===== src/rtl/pipe_hazard_ctrl.sv =====
// Hazard detection, EX-stage forwarding and stall accounting for a 5-stage in-order pipeline.
// Pipeline occupancy is tracked in shadow EX/MEM/WB registers that mirror the datapath.
module pipe_hazard_ctrl #(
  parameter int unsigned RW     = 5,
  parameter int unsigned FWD_EN = 1,
  parameter int unsigned BR_ID  = 1,
  parameter int unsigned CNT_W  = 16
) (
  input  logic             clk,
  input  logic             rst,
  input  logic             id_valid,
  input  logic [RW-1:0]    id_rs1,
  input  logic [RW-1:0]    id_rs2,
  input  logic             id_use1,
  input  logic             id_use2,
  input  logic [RW-1:0]    id_rd,
  input  logic             id_regwrite,
  input  logic             id_is_load,
  input  logic             id_is_branch,
  input  logic             br_taken,
  input  logic             mem_busy,
  input  logic             cnt_clr,
  output logic             stall_fd,
  output logic             bubble_ex,
  output logic             freeze,
  output logic             flush_fd,
  output logic [1:0]       fwd_a,
  output logic [1:0]       fwd_b,
  output logic [CNT_W-1:0] stall_cnt
);

  localparam logic [CNT_W-1:0] CntMax = '1;

  logic          ex_v_q, ex_wr_q, ex_ld_q, ex_use1_q, ex_use2_q;
  logic [RW-1:0] ex_rd_q, ex_rs1_q, ex_rs2_q;
  logic          mem_v_q, mem_wr_q, mem_ld_q;
  logic [RW-1:0] mem_rd_q;
  logic          wb_v_q, wb_wr_q;
  logic [RW-1:0] wb_rd_q;
  logic [CNT_W-1:0] stall_cnt_q;

  logic adv, hazard, match_ex, match_mem;

  // A stage produces a value the ID instruction reads; x0 is never a producer.
  function automatic logic src_match(input logic v, input logic wr, input logic [RW-1:0] rd,
                                     input logic use1, input logic [RW-1:0] rs1,
                                     input logic use2, input logic [RW-1:0] rs2);
    return v & wr & (rd != '0) & ((use1 & (rs1 == rd)) | (use2 & (rs2 == rd)));
  endfunction

  function automatic logic [1:0] fwd_sel(input logic use_src, input logic [RW-1:0] rs);
    logic [1:0] sel;
    sel = 2'b00;
    if (ex_v_q & use_src & (rs != '0)) begin
      if (mem_v_q & mem_wr_q & (mem_rd_q == rs)) begin
        sel = 2'b10;
      end else if (wb_v_q & wb_wr_q & (wb_rd_q == rs)) begin
        sel = 2'b01;
      end
    end
    return sel;
  endfunction

  assign adv = ~mem_busy;

  always_comb begin
    match_ex  = src_match(ex_v_q, ex_wr_q, ex_rd_q, id_use1, id_rs1, id_use2, id_rs2);
    match_mem = src_match(mem_v_q, mem_wr_q, mem_rd_q, id_use1, id_rs1, id_use2, id_rs2);
    hazard    = 1'b0;
    if (match_ex & ex_ld_q) begin
      hazard = 1'b1;
    end
    if ((FWD_EN == 0) & (match_ex | match_mem)) begin
      hazard = 1'b1;
    end
    if ((BR_ID == 1) & id_is_branch & (match_ex | (match_mem & mem_ld_q))) begin
      hazard = 1'b1;
    end
    hazard = hazard & id_valid;
  end

  always_comb begin
    freeze    = mem_busy;
    stall_fd  = mem_busy | hazard;
    bubble_ex = hazard & ~mem_busy;
    flush_fd  = id_valid & id_is_branch & br_taken & ~hazard & ~mem_busy;
    fwd_a     = 2'b00;
    fwd_b     = 2'b00;
    if (FWD_EN != 0) begin
      fwd_a = fwd_sel(ex_use1_q, ex_rs1_q);
      fwd_b = fwd_sel(ex_use2_q, ex_rs2_q);
    end
  end

  always_ff @(posedge clk or posedge rst) begin
    if (rst) begin
      ex_v_q    <= 1'b0;
      ex_wr_q   <= 1'b0;
      ex_ld_q   <= 1'b0;
      ex_use1_q <= 1'b0;
      ex_use2_q <= 1'b0;
      ex_rd_q   <= '0;
      ex_rs1_q  <= '0;
      ex_rs2_q  <= '0;
      mem_v_q   <= 1'b0;
      mem_wr_q  <= 1'b0;
      mem_ld_q  <= 1'b0;
      mem_rd_q  <= '0;
      wb_v_q    <= 1'b0;
      wb_wr_q   <= 1'b0;
      wb_rd_q   <= '0;
    end else if (adv) begin
      ex_v_q    <= id_valid & ~hazard;
      ex_wr_q   <= id_regwrite;
      ex_ld_q   <= id_is_load;
      ex_use1_q <= id_use1;
      ex_use2_q <= id_use2;
      ex_rd_q   <= id_rd;
      ex_rs1_q  <= id_rs1;
      ex_rs2_q  <= id_rs2;
      mem_v_q   <= ex_v_q;
      mem_wr_q  <= ex_wr_q;
      mem_ld_q  <= ex_ld_q;
      mem_rd_q  <= ex_rd_q;
      wb_v_q    <= mem_v_q;
      wb_wr_q   <= mem_wr_q;
      wb_rd_q   <= mem_rd_q;
    end
  end

  always_ff @(posedge clk or posedge rst) begin
    if (rst) begin
      stall_cnt_q <= '0;
    end else if (cnt_clr) begin
      stall_cnt_q <= '0;
    end else if (hazard & ~mem_busy & (stall_cnt_q != CntMax)) begin
      stall_cnt_q <= stall_cnt_q + CNT_W'(1);
    end
  end

  assign stall_cnt = stall_cnt_q;

  // A load result is not available at the end of EX, so it must never be bypassed from MEM.
  load_never_bypassed_from_mem: assert property (@(posedge clk) disable iff (rst)
    !(mem_ld_q && ((fwd_a == 2'b10) || (fwd_b == 2'b10))));

endmodule


===== config.mk =====
export PLATFORM = sky130hd
export DESIGN_NAME = pipe_hazard_ctrl
export DESIGN_NICKNAME = d
export VERILOG_FILES = /design/src/rtl/pipe_hazard_ctrl.sv
export SDC_FILE = /design/constraint.sdc
export NUM_CORES = 1
export LEC_CHECK = 0
export BUFFER_PORTS_ARGS = -buffer_cell sky130_fd_sc_hd__buf_4
export CORE_UTILIZATION = 50
export DETAILED_ROUTE_END_ITERATION = 8
export GPL_TIMING_DRIVEN = 0
export HOLD_SLACK_MARGIN = 0.12
export PLACE_DENSITY_LB_ADDON = 0.1
export SYNTH_ARGS = -nofsm -noshare
export SYNTH_HDL_FRONTEND = slang
export SYNTH_SLANG_ARGS = --single-unit

===== constraint.sdc =====
create_clock -name clk -period 4.09 [get_ports clk]
set_clock_uncertainty 0.2 [all_clocks]
set_input_delay 0.409 -clock clk [delete_from_list [all_inputs] [get_ports clk]]
set_output_delay 0.409 -clock clk [all_outputs]
set_load 0.01 [all_outputs]

# Yosys cells after proc, flatten, opt, wreduce, memory -nomap -nowiden
# Cells that the tools add are included.
totals:
  reg_bits: 51
  input_bits: 26
  output_inout_bits: 24
  wordCells: 77
classes:
  addsub: 1
  n_eq_ne: 9
  muxes: 10
  n_bitwise: 36
  reduce_logical: 5
ops:
  columns: ["operator", "count"]
  rows:
  - ["5-bit equality test", 8]
  - ["16-bit two-way mux", 2]
  - ["1-bit bitwise AND", 30]
  - ["5-bit nonzero test", 4]
  - ["16-bit by 1-bit adder with 16-bit output (second input constant)", 1]
  - ["16-bit inequality test (second input constant)", 1]
  - ["2-bit two-way mux", 4]
  - ["1-bit two-way mux", 4]
  - ["1-bit bitwise OR", 4]
  - ["1-bit inverter", 2]
  - ["2-bit nonzero test", 1]

# Logic depth before layout (Yosys ltp)
depth:
  word_depth: 13
  ltp_mapped: 8
  depth_no_buf: 6

# Worst setup path before layout
# Ideal clock, no wire load.
synth_path:
  path_type: "reg-to-reg"
  from: "register mem_rd_q[2]"
  to: "register stall_cnt_q[7] (netlist: stall_cnt[7])"
  setup_ns: 0.125
  t_arrival_ns: 2.046
  required_time_ns: 3.765
  setup_slack_ns: 1.719
  path_stages_with_launch: 9
  n_path_buf: 2
  period_less_slack_ns: 2.371
  path_cell_list: "dfrtp_1 > buf_6 > xor2_1 > nor4_2 > a32oi_1 > o22a_2 > buf_4 > nor3_1 > mux2_2"
synth_via:
  elab_chain_len: 12
  elab_cells_between_ends: 16
  cone_classes: "eq/ne: 2; mux: 1; bitwise: 11; reduce/logical: 2"
synth_lines:
  columns: ["item", "line", "source"]
  rows:
  - ["start, declared", "37", "logic [RW-1:0] mem_rd_q;"]
  - ["start signal, assigned", "124", "mem_rd_q <= ex_rd_q;"]
  - ["5-bit equality test", "48", "return v & wr & (rd != '0) & ((use1 & (rs1 == rd)) | (use2 & (rs2 == rd)));"]
  - ["1-bit bitwise AND", "48", null]
  - ["1-bit bitwise OR", "48", null]
  - ["1-bit bitwise AND *", "48", null]
  - ["1-bit bitwise AND *", "76", "if ((BR_ID == 1) & id_is_branch & (match_ex | (match_mem & mem_ld_q))) begin"]
  - ["1-bit bitwise OR *", "76", null]
  - ["1-bit bitwise AND *", "76", null]
  - ["1-bit two-way mux *", "76", null]
  - ["1-bit bitwise AND *", "79", "hazard = hazard & id_valid;"]
  - ["1-bit bitwise AND * (2 in a row)", "136", "end else if (hazard & ~mem_busy & (stall_cnt_q != CntMax)) begin"]
  - ["2-bit nonzero test (no source line) *", null, null]
  - ["end signal, assigned", "137", "stall_cnt_q <= stall_cnt_q + CNT_W'(1);"]
  - ["end, declared", "40", "logic [CNT_W-1:0] stall_cnt_q;"]
# Mark *: on every way between the ends. The rest lies on a longest branch, timed or not.
# A chain may end at the register's enable or synchronous reset.

# Final worst setup path
layout_path:
  from: "register mem_rd_q[2]"
  to: "output bubble_ex"
layout_via:
  elab_chain_len: 10
  elab_cells_between_ends: 14
  cone_classes: "eq/ne: 2; mux: 1; bitwise: 10; reduce/logical: 1"
layout_lines:
  columns: ["item", "line", "source"]
  rows:
  - ["5-bit equality test", "48", null]
  - ["1-bit bitwise AND", "48", null]
  - ["1-bit bitwise OR", "48", null]
  - ["1-bit bitwise AND *", "48", null]
  - ["1-bit bitwise AND *", "76", null]
  - ["1-bit bitwise OR *", "76", null]
  - ["1-bit bitwise AND *", "76", null]
  - ["1-bit two-way mux *", "76", null]
  - ["1-bit bitwise AND *", "79", null]
  - ["1-bit bitwise AND *", "85", "bubble_ex = hazard & ~mem_busy;"]
  - ["end, declared", "24", "output logic bubble_ex,"]
# Marks and branches as above.

==> flow_metrics.env <==
export IMPL_status="complete, no violations"
export IMPL_final_area_mm2=0.00346
export IMPL_yosys_top_cells_area="dfrtp_1 44%, mux2_2 15%, xor2_1 7.9%"
export IMPL_syn_inst=268
export IMPL_first_global_vias=2244
export IMPL_globalRouteOverflowTotal=0
export IMPL_synth_area_per_cell_um2=10.8
export IMPL_slew_headroom_pct=54.9
export IMPL_place_hpwl_mm=5.08
export IMPL_wl_per_cell_um=17.0
export IMPL_synth_seq_cells=51
export IMPL_gp_congestion=0.830
export IMPL_syn_nets=295
export IMPL_cts_root_buf="clkbuf_8"
export IMPL_netlist_area_leader_share_pct=44.1
export IMPL_synth_area_mm2=0.00289
export IMPL_antenna_left=0
export IMPL_nets=353
export IMPL_antenna_found_initial=0
export IMPL_ir_worst_vdd_mv=0.227
export IMPL_worstMarginPinSlew_ns=0.671
export IMPL_diodes=0
export IMPL_crit_path_end_kind="primary output"
export IMPL_cts_buffers_inserted=5
export IMPL_power_per_cell_area_mw_per_mm2=322
export IMPL_place_inst=390
export IMPL_die_area_mm2=0.00609
export IMPL_vias=2287
export IMPL_core_area_mm2=0.00554
export IMPL_seq_power_share_pct=53.5
export IMPL_placed_area_mm2=0.00337
export IMPL_clkPwrFrac_pct=25.6
export IMPL_internal_power_w=0.000790
export IMPL_pin_count=50
export IMPL_hold_viol_final=0
export IMPL_ys_seq_area_share_pct=44.1
export IMPL_synth_area_leader_cell="dfrtp_1"
export IMPL_switchingPower_w=0.000326
export IMPL_clkSlewWorstSetupHoldPaths_ns=0.09
export IMPL_rr_endpoint="stall_cnt[7]"
export IMPL_grt_setup_unrepaired="false"
export IMPL_fmax_ghz=0.340
export IMPL_grt_max_degree=37
export IMPL_worst_path_max_fanout=10
export IMPL_yosys_warnings=0
export IMPL_min_delay_start="id_regwrite"
export IMPL_combPwrFrac_pct=20.9
export IMPL_track_usage_pct=23.7
export IMPL_period_minus_slack_ns=2.94
export IMPL_p_leak_nw=1.43
export IMPL_r2r_start="mem_rd_q[2]"
export IMPL_synth_cell_type_count=39
export IMPL_wl_mm=6.80
export IMPL_yosysMostFrequentCell="dfrtp_1"
export IMPL_critical_path_startpoint_type="flip-flop"
export IMPL_cts_tree="done"
export IMPL_max_clock_path_buffers=2
export IMPL_synthTopCellsByCount="51 x dfrtp_1, 39 x mux2_2, 26 x xor2_1"
export IMPL_hold_path_depth=2
export IMPL_yosys_most_used_dff="dfrtp_1"
export IMPL_drtIter0Drc=141
export IMPL_fp_dieH_um=78.0
export IMPL_finalNonFillerCells=399
export IMPL_std_cell_rows=27
export IMPL_setup_tns_final_ns=0
export IMPL_synth_edf_count=0
export IMPL_syn_to_final_growth_pct=19.8
export IMPL_netSwitchingFraction_pct=29.2
export IMPL_start_util_pct=52.2
export IMPL_async_reset_ff_share_pct=100
export IMPL_htree_num_levels=2
export IMPL_io_buffers=49
export IMPL_critPathRequiredTime_ns=3.48
export IMPL_setup_viol=0
export IMPL_post_drt_via_cell_ratio=5.73
export IMPL_ff2ff_setup_slack_ns=1.48
export IMPL_drtPass1Iterations=4
export IMPL_post_cts_resized=0
export IMPL_crit_type="flip-flop to primary output"
export IMPL_cts_sinks=51
export IMPL_drive_above_1_share_pct=33.3
export IMPL_holdCritPathClass="input pin to flip-flop"
export IMPL_clock_latency_ns=0.30
export IMPL_report_final_slew_viol_count=0
export IMPL_grt_pass1_wl_mm=11.1
export IMPL_min_to="ex_wr_q"
export IMPL_arrival_ns=2.33
export IMPL_ff2ff_path_depth=8
export IMPL_drc=0
export IMPL_die_width_um=78.0
export IMPL_maxCapViolCount=0
export IMPL_period_share_pct=71.8
==> flip-flops by register name (all words and copies together) (netlist names), 5 cells and up <==
| signal | flops |
|---|---|
| ex_rd_q | 5 |
| ex_rs1_q | 5 |
| ex_rs2_q | 5 |
| mem_rd_q | 5 |
| stall_cnt | 16 |
| wb_rd_q | 5 |
==> layout make-up <==
type | count | area (um2)
Fill cell | 497 | 2080
Timing Repair Buffer | 51 | 398
Tap cell | 72 | 90.1
Multi-Input combinational cell | 196 | 1510
Clock buffer | 6 | 72.6
Inverter | 6 | 22.5
Buffer | 15 | 80.1
Clock inverter | 2 | 12.5
Sequential cell | 51 | 1280
==> per-stage QoR <==
stage | utilization, % | hold WS, ns | setup WS [ns] | total power, W
global placement | 60.5 | 0.290 | 1.47 | 0.000830
detailed placement | 60.8 | 0.216 | 1.46 | 0.000841
finish | 62.5 | 0.128 | 1.15 | 0.00112
global route | 62.5 | 0.121 | 0.999 | 0.00117
floorplan | - | 0.279 | 1.72 | 0.000762
CTS | 62.5 | 0.122 | 1.13 | 0.00113
==> placed cells by master (no fill, tap or decap), types with 3 or more instances in the layout <==
cell       count
o31ai_1        5
nand2_1        9
xor2_1        26
nor3_1        11
and2_1         3
a21oi_1       11
nor2b_1        5
clkbuf_1       8
dfrtp_1       51
mux2_2        39
o21ai_0        3
nand4_1        6
clkbuf_8       5
nor4_1         9
a41o_1         3
nor2_1        12
inv_1          5
o2111ai_1      3
or4_1          7
buf_4         52
xnor2_1       14
nand3_1        7
buf_2          4
o211ai_1       3
==> critical path, cell delays in order, from the launching register on <==
cell	delay, ns
dfrtp_1	0.39
buf_6	0.14
xor2_1	0.16
nor4_2	0.30
a32oi_1	0.21
o22a_2	0.35
buf_4	0.20
nor2_1	0.14
buf_4	0.14
==> timing repair <==
action / 4_1_cts / 5_1_grt
hold buffers: 1 / 0
setup buffers: 0 / 0
endpoints found under the hold margin: 15 / 0
==> routing by layer <==
metal  track usage (%)  wire, um
met2              37.7      3250
met3              3.95       177
met5                 0         0
met1              33.2      3270
met4              7.22        97
==> cell families (layout without fill, tap and decap cells) <==
family	Yosys count	in the layout	synth area share [%]
XOR/XNOR	40	40	12.1
flip-flops	51	51	44.1
AND/OR/NAND/NOR	78	78	15.1
multiplexers	39	39	15.2
AO/OA/AOI/OAI	38	38	9.52
buffers and inverters	21	80	3.55
adder cells (fa/ha/maj)	1	1	0.433
==> power groups by stage <==
stage / Combinational (W) / Clock [W] / Sequential (W)
detailed placement: 0.000234 / 0 / 0.000607
CTS: 0.000235 / 0.000294 / 0.000597
global route: 0.000256 / 0.000315 / 0.000603
floorplan: 0.000171 / 0 / 0.000591
global placement: 0.000224 / 0 / 0.000605
finish: 0.000233 / 0.000286 / 0.000597
==> worst max path at each step <==
stage                           start            to  cells past startpoint  slack [ns]
after floorplan           mem_rd_q[2]  stall_cnt[7]                      8        1.72
after global placement      id_rs2[2]     bubble_ex                      8        1.47
after detailed placement    id_rs2[2]     bubble_ex                      8        1.46
after CTS                 mem_rd_q[2]     bubble_ex                      8        1.13
after global routing      mem_rd_q[3]     bubble_ex                      8         1.0
final                     mem_rd_q[2]     bubble_ex                      8        1.15
Power figures use the tool's default switching activity.
